File: config.mk
export PLATFORM = sky130hd
export DESIGN_NAME = bus_fabric
export DESIGN_NICKNAME = d
export VERILOG_FILES = /design/src/rtl/bus_fabric.sv
export SDC_FILE = /design/constraint.sdc
export NUM_CORES = 1
export LEC_CHECK = 0
export CORE_ASPECT_RATIO = 0.9
export CORE_MARGIN = 3
export CORE_UTILIZATION = 44
export DETAILED_ROUTE_END_ITERATION = 10
export PLACE_DENSITY = 0.91
export SYNTH_ARGS = -nofsm -noshare
export SYNTH_HDL_FRONTEND = slang
export SYNTH_SLANG_ARGS = --single-unit
File: constraint.sdc
create_clock -name i_clock -period 2.9 [get_ports i_clock]
set_input_delay 0.58 -clock i_clock [delete_from_list [all_inputs] [get_ports i_clock]]
set_output_delay 0.58 -clock i_clock [all_outputs]
set_load 0.01 [all_outputs]
File: src/rtl/bus_fabric.sv
// Registered address decoder and CPU-to-slave handshake bridge for ROM, RAM and video.
// Unmapped accesses, ROM writes and slave timeouts complete with a sticky error flag.
module bus_fabric #(
  parameter logic [31:0] ROM_BASE   = 32'h0000_0000,
  parameter logic [31:0] ROM_SIZE   = 32'h0002_0000,
  parameter logic [31:0] RAM_BASE   = 32'h0002_0000,
  parameter logic [31:0] RAM_SIZE   = 32'h0001_0000,
  parameter logic [31:0] VIDEO_BASE = 32'h1000_0000,
  parameter logic [31:0] VIDEO_SIZE = 32'h1000_0000,
  parameter int unsigned TIMEOUT    = 255
) (
  input  logic        i_clock,
  input  logic        i_reset,
  input  logic        i_cpu_request,
  input  logic        i_cpu_rw,
  input  logic [31:0] i_cpu_address,
  input  logic [31:0] i_cpu_wdata,
  output logic        o_cpu_ready,
  output logic [31:0] o_cpu_rdata,
  output logic        o_slave_rw,
  output logic [31:0] o_slave_address,
  output logic [31:0] o_slave_wdata,
  output logic        o_rom_request,
  input  logic        i_rom_ready,
  input  logic [31:0] i_rom_rdata,
  output logic        o_ram_request,
  input  logic        i_ram_ready,
  input  logic [31:0] i_ram_rdata,
  output logic        o_video_request,
  input  logic        i_video_ready,
  input  logic [31:0] i_video_rdata,
  output logic        o_error,
  output logic [31:0] o_error_address
);

  localparam int unsigned AW = 32;
  localparam int unsigned DW = 32;
  localparam int unsigned CW = 8;

  localparam logic [1:0] S_IDLE   = 2'd0;
  localparam logic [1:0] S_ACCESS = 2'd1;
  localparam logic [1:0] S_DONE   = 2'd2;

  // 33-bit compare so a region ending at the top of the map does not wrap.
  function automatic logic in_region(input logic [AW-1:0] a, input logic [AW-1:0] base,
                                     input logic [AW-1:0] size);
    return ({1'b0, a} >= {1'b0, base}) && ({1'b0, a} < ({1'b0, base} + {1'b0, size}));
  endfunction

  logic [1:0]    r_state,    w_state_nxt;
  logic [CW-1:0] r_cnt,      w_cnt_nxt;
  logic          r_ready,    w_ready_nxt;
  logic [DW-1:0] r_rdata,    w_rdata_nxt;
  logic          r_rw,       w_rw_nxt;
  logic [AW-1:0] r_addr,     w_addr_nxt;
  logic [AW-1:0] r_txn_addr, w_txn_addr_nxt;
  logic [DW-1:0] r_wdata,    w_wdata_nxt;
  logic          r_rom_req,  w_rom_req_nxt;
  logic          r_ram_req,  w_ram_req_nxt;
  logic          r_vid_req,  w_vid_req_nxt;
  logic          r_error,    w_error_nxt;
  logic [AW-1:0] r_err_addr, w_err_addr_nxt;

  logic          w_hit_rom, w_hit_ram, w_hit_vid;
  logic          w_sel_ready;
  logic [DW-1:0] w_sel_rdata;
  logic [CW-1:0] w_cnt_inc;
  logic          w_fail;
  logic [AW-1:0] w_fail_addr;

  assign w_hit_rom   = in_region(i_cpu_address, ROM_BASE, ROM_SIZE);
  assign w_hit_ram   = in_region(i_cpu_address, RAM_BASE, RAM_SIZE);
  assign w_hit_vid   = in_region(i_cpu_address, VIDEO_BASE, VIDEO_SIZE);
  assign w_cnt_inc   = r_cnt + CW'(1);

  // Only the slave currently being requested may complete the access.
  assign w_sel_ready = (r_rom_req & i_rom_ready) | (r_ram_req & i_ram_ready) |
                       (r_vid_req & i_video_ready);
  assign w_sel_rdata = r_rom_req ? i_rom_rdata :
                       r_ram_req ? i_ram_rdata :
                       r_vid_req ? i_video_rdata : '0;

  always_comb begin
    w_state_nxt    = r_state;
    w_cnt_nxt      = r_cnt;
    w_ready_nxt    = r_ready;
    w_rdata_nxt    = r_rdata;
    w_rw_nxt       = r_rw;
    w_addr_nxt     = r_addr;
    w_txn_addr_nxt = r_txn_addr;
    w_wdata_nxt    = r_wdata;
    w_rom_req_nxt  = r_rom_req;
    w_ram_req_nxt  = r_ram_req;
    w_vid_req_nxt  = r_vid_req;
    w_error_nxt    = r_error;
    w_err_addr_nxt = r_err_addr;
    w_fail         = 1'b0;
    w_fail_addr    = i_cpu_address;

    case (r_state)
      S_IDLE: begin
        if (i_cpu_request) begin
          w_rw_nxt       = i_cpu_rw;
          w_wdata_nxt    = i_cpu_wdata;
          w_txn_addr_nxt = i_cpu_address;
          w_rdata_nxt    = '0;
          w_cnt_nxt      = '0;
          w_state_nxt    = S_ACCESS;
          if (w_hit_rom && !i_cpu_rw) begin
            w_rom_req_nxt = 1'b1;
            w_addr_nxt    = i_cpu_address - ROM_BASE;
          end else if (w_hit_ram) begin
            w_ram_req_nxt = 1'b1;
            w_addr_nxt    = i_cpu_address - RAM_BASE;
          end else if (w_hit_vid) begin
            w_vid_req_nxt = 1'b1;
            w_addr_nxt    = i_cpu_address - VIDEO_BASE;
          end else begin
            w_addr_nxt  = w_hit_rom ? (i_cpu_address - ROM_BASE) : i_cpu_address;
            w_ready_nxt = 1'b1;
            w_fail      = 1'b1;
            w_state_nxt = S_DONE;
          end
        end
      end
      S_ACCESS: begin
        if (w_sel_ready) begin
          w_rdata_nxt   = r_rw ? '0 : w_sel_rdata;
          w_rom_req_nxt = 1'b0;
          w_ram_req_nxt = 1'b0;
          w_vid_req_nxt = 1'b0;
          w_ready_nxt   = 1'b1;
          w_state_nxt   = S_DONE;
        end else begin
          w_cnt_nxt = w_cnt_inc;
          if (w_cnt_inc == CW'(TIMEOUT)) begin
            w_rom_req_nxt = 1'b0;
            w_ram_req_nxt = 1'b0;
            w_vid_req_nxt = 1'b0;
            w_rdata_nxt   = '0;
            w_ready_nxt   = 1'b1;
            w_fail        = 1'b1;
            w_fail_addr   = r_txn_addr;
            w_state_nxt   = S_DONE;
          end
        end
      end
      S_DONE: begin
        if (!i_cpu_request) begin
          w_ready_nxt = 1'b0;
          w_state_nxt = S_IDLE;
        end
      end
      default: begin
        w_rom_req_nxt = 1'b0;
        w_ram_req_nxt = 1'b0;
        w_vid_req_nxt = 1'b0;
        w_ready_nxt   = 1'b0;
        w_state_nxt   = S_IDLE;
      end
    endcase

    // Error flag is sticky; only the first failing address is kept.
    if (w_fail) begin
      w_error_nxt = 1'b1;
      if (!r_error) w_err_addr_nxt = w_fail_addr;
    end
  end

  always_ff @(posedge i_clock or negedge i_reset) begin
    if (!i_reset) begin
      r_state    <= S_IDLE;
      r_cnt      <= '0;
      r_ready    <= 1'b0;
      r_rdata    <= '0;
      r_rw       <= 1'b0;
      r_addr     <= '0;
      r_txn_addr <= '0;
      r_wdata    <= '0;
      r_rom_req  <= 1'b0;
      r_ram_req  <= 1'b0;
      r_vid_req  <= 1'b0;
      r_error    <= 1'b0;
      r_err_addr <= '0;
    end else begin
      r_state    <= w_state_nxt;
      r_cnt      <= w_cnt_nxt;
      r_ready    <= w_ready_nxt;
      r_rdata    <= w_rdata_nxt;
      r_rw       <= w_rw_nxt;
      r_addr     <= w_addr_nxt;
      r_txn_addr <= w_txn_addr_nxt;
      r_wdata    <= w_wdata_nxt;
      r_rom_req  <= w_rom_req_nxt;
      r_ram_req  <= w_ram_req_nxt;
      r_vid_req  <= w_vid_req_nxt;
      r_error    <= w_error_nxt;
      r_err_addr <= w_err_addr_nxt;
    end
  end

  assign o_cpu_ready     = r_ready;
  assign o_cpu_rdata     = r_rdata;
  assign o_slave_rw      = r_rw;
  assign o_slave_address = r_addr;
  assign o_slave_wdata   = r_wdata;
  assign o_rom_request   = r_rom_req;
  assign o_ram_request   = r_ram_req;
  assign o_video_request = r_vid_req;
  assign o_error         = r_error;
  assign o_error_address = r_err_addr;

endmodule

==> impl_summary.txt <==
----------------------------------------------------
[Timing]
  Max-Slew Margin vs Limit ... 58.7%
  Period utilisation layout ... 99.5%
  Pins over their slew limit ... 0
  Worst-margin pin slew ... 0.615 ns
  Highest Clock Rate ... 346 MHz
  Post-Route Skew ... 0.00896 ns
  Number of setup violations in the final report ... 0
  Fin crit period ... 2.89 ns
  Aggregate negative setup slack ... 0 ns
  Final hold violation count ... 0

[Floorplanning]
  I/O pin count ... 301
  Horizontal die dimension ... 145 um
  Row count ... 45
  Die area ... 19,100 um^2
  Die height ... 131 um
  Core Box Area ... 17,000 um^2
  Starting density of the core ... 45.2%

[Synth]
  Proportion of register bits with asynchronous set or reset after synthesis ... 100%
  Average footprint of a synthesized cell ... 9.87 um^2
  Syn_nets ... 952
  Post-synthesis sequential area ratio ... 51.8%
  Synth Flop Type ... dfrtp_1
  Synth area leaders ... dfrtp_1, nand2_1, mux2_2
  Number of enable-type register cells in the synthesized netlist ... 0
  Area share of the largest cell type after synthesis ... 51.8%
  Number of storage elements in the synthesis netlist ... 159
  Distinct cells, synth ... 58
  Number of standard cells after synthesis ... 778
  Cell type with the largest total area after synthesis ... dfrtp_1
  Area of the mapped netlist ... 7680 um^2
  Synthesis Warnings ... 0

[Clock network]
  CTS H-tree lvls ... 4
  Total of hold buffers inserted after clock tree synthesis ... 0
  Sinks on the clock net ... 159
  TritonCTS buffer count ... 17
  CTS max path bufs ... 2
  Post-CTS setup buffers ... 0
  CTS tree ... done
  Worst-skew pair later-pin latency ... 0.42 ns
  Clock tree root buffer cell ... clkbuf_16
  Clock transition time at the flip-flop clock pins of the worst setup and hold paths ... 0.06 ns

[Global routing]
  Total Routing Usage GR ... 25.1%
  Pin count of the biggest net entering global routing ... 89
  Initial antenna violation count ... 0
  Wire length of the first global-routing pass ... 38,800 um
  Total gr overflow ... 0
  Via count of the first global-routing pass ... 7,329

[Power and ir drop]
  Static leakage power ... 5.34 nW
  Internal power consumption ... 4.61 mW
  Cell area power density ... 534 nW/um^2
  Sequential cell fraction of total power ... 41.7%
  Power Total ... 6.32 mW
  Sw power ... 1.71 mW
  Fraction of power spent switching nets ... 27.1%
  Power share of the combinational group ... 22.6%
  Clk pwr share ... 35.7%
  IR Drop Worst-Case VDD ... 0.448 mV

[Worst setup path]
  CP startpoint kind ... input port
  Number of cells on the worst reg-to-reg path ... 9
  Worst Path Max Fanout ... 7
  Worst Path Class, Setup ... in -> reg
  Type of element capturing the critical path ... register
  Required time at the endpoint of the critical path ... 3.20 ns
  Worst EP arrival ... 3.19 ns

[Hold path]
  Class of the worst hold path ... in -> async

[Detailed routing]
  Detailed-route vias per instance ... 5.43
  Average wire per cell in the routed design ... 18.8 um
  Vias ... 7,284
  First-iteration detailed-routing DRC count ... 544
  Antenna Violating Nets Remaining ... 0
  Number of design rule violations left after detail routing ... 0
  Number of search-and-repair iterations in the first detailed-routing pass ... 6
  Routed Wire Length ... 25,200 um

[Final layout]
  Count of antenna diodes in the layout ... 0
  Final Non-Filler Cells ... 1,342
  Layout cell share with drive strength beyond 1 ... 15.8%
  Synth-to-layout area growth ... 54.2%
  Fillcell total ... 1,228
  Final Net Count ... 1,268

[Placement]
  Number of buffers added on ports ... 300
  Placed cells ... 1,308
  Detailed placer's ending HPWL ... 17,900 um
  Routability cong. ... 0.875

[Run status]
  Outcome ... completed

[Job]
  Max-cap check violation count ... 0

----------------------------------------------------
==> metrics by stage <==
stage	util, %	hold slack (ns)	cell area, um^2	setup slack, ns
after CTS	69.2	0.159	11800	0.0175
after floorplan	-	0.284	7680	0.138
final	69.7	0.139	11800	0.0132
after global placement	65.7	0.451	11200	-0.316
after global routing	69.7	0.174	11800	-0.0680
after detailed placement	65.7	0.462	11200	-0.407
==> per-layer routing <==
metal  wire length (um)  vias up  global-route usage [%]  share of wire (%)
met5                  0        -                       0                  0
met1               9740     3532                    29.9                 39
li1                   -     3316                       -                  -
met4               1070        0                    11.8                4.3
met2              12200      357                    42.0                 48
met3               2170       79                    7.55                8.6
==> registers in the layout (all words and copies together), names as in the netlist <==
register	cells
o_error_address	32
o_video_request	1
o_rom_request	1
o_slave_address	32
o_cpu_rdata	32
o_ram_request	1
o_slave_wdata	32
r_cnt	8
r_state	2
o_cpu_ready	1
o_error	1
r_txn_addr	15
o_slave_rw	1
==> synthesized netlist by cell type, drive strengths merged (2+ instances only) <==
cell	count
o211ai	2
a21bo	2
a31oi	4
o31ai	4
nor4	8
ha	7
nor3	5
o31a	2
a22o	34
nand3	15
o22a	6
nor2b	4
clkbuf	37
a22oi	33
o21ai	46
o211a	2
mux2	64
nand4	4
or2	3
dfrtp	159
xnor2	3
inv	7
nor2	20
or3	3
a31o	2
and2	3
xor2	2
nand2	238
a21oi	10
buf	29
and4	2
==> logic make-up (layout without fill, tap and decap cells) <==
| kind of cell | Yosys count | in the layout | synth area share (%) |
|---|---|---|---|
| compound gates | 158 | 158 | 15.0 |
| xor+xnor | 5 | 5 | 0.570 |
| fa+ha+maj | 7 | 7 | 1.14 |
| buf+inv | 74 | 403 | 4.92 |
| flops | 159 | 159 | 51.8 |
| mux | 65 | 65 | 9.52 |
| simple gates | 310 | 310 | 17.0 |
==> path summary, 6_finish.rpt <==
check                                       start                  end  slack [ns]
worst max-delay path            i_cpu_address[19]  o_error_address[20]        0.01
min in group i_clock            o_slave_wdata[19]    o_slave_wdata[19]        0.48
worst max register to register           r_cnt[0]  o_error_address[20]        0.30
max in group asynchronous                 i_reset      o_cpu_rdata[22]        1.90
worst min-delay path                      i_reset   o_error_address[8]        0.14
worst min register to register  o_slave_wdata[19]    o_slave_wdata[19]        0.48
==> power by group through the flow <==
| stage | Sequential, mW | Clock, mW | Combinational [mW] |
|---|---|---|---|
| after floorplan | 2.70 | 0 | 0.516 |
| after global placement | 2.65 | 0 | 1.38 |
| after detailed placement | 2.66 | 0 | 1.42 |
| after CTS | 2.63 | 2.28 | 1.43 |
| after global routing | 2.67 | 2.37 | 1.53 |
| final | 2.63 | 2.26 | 1.43 |
==> area by class of cell <==
type / instances / area [um^2] / area share [%]
sequential: 159 / 3980 / 33.6
clock buffer: 22 / 454 / 3.83
inverter: 8 / 30.0 / 0.254
timing repair buffer: 363 / 3570 / 30.2
clock inverter: 10 / 136 / 1.15
multi-input combinational: 545 / 3370 / 28.5
tap: 235 / 294 / 2.48
==> layout by cell type (no fill, tap or decap), types with 5 or more instances in the layout <==
cell               n
nand2_1          237
nor4_1             5
mux2_2            60
clkbuf_16         18
clkdlybuf4s50_1  295
inv_1              7
dfrtp_1          158
o21ai_0           45
a22o_1            34
nand3_1           15
ha_1               7
a21oi_1           10
buf_12             5
buf_4             55
nor2_1            19
a22oi_1           33
o22a_1             6
==> repair_timing <==
action / in CTS / in global routing
gates resized for setup: 1 / 10
pin swaps: 0 / 7
setup endpoints to repair: 32 / 37
gates cloned: 0 / 2
==> critical path, stage by stage <==
cell             delay [ns]
clkdlybuf4s50_1        0.43
or3_4                  0.46
nor4_2                 0.33
and4_1                 0.29
o21ai_1                0.14
a32oi_4                0.38
clkbuf_16              0.24
mux2_2                 0.34
Note: power is estimated with default switching activity, not from simulation.
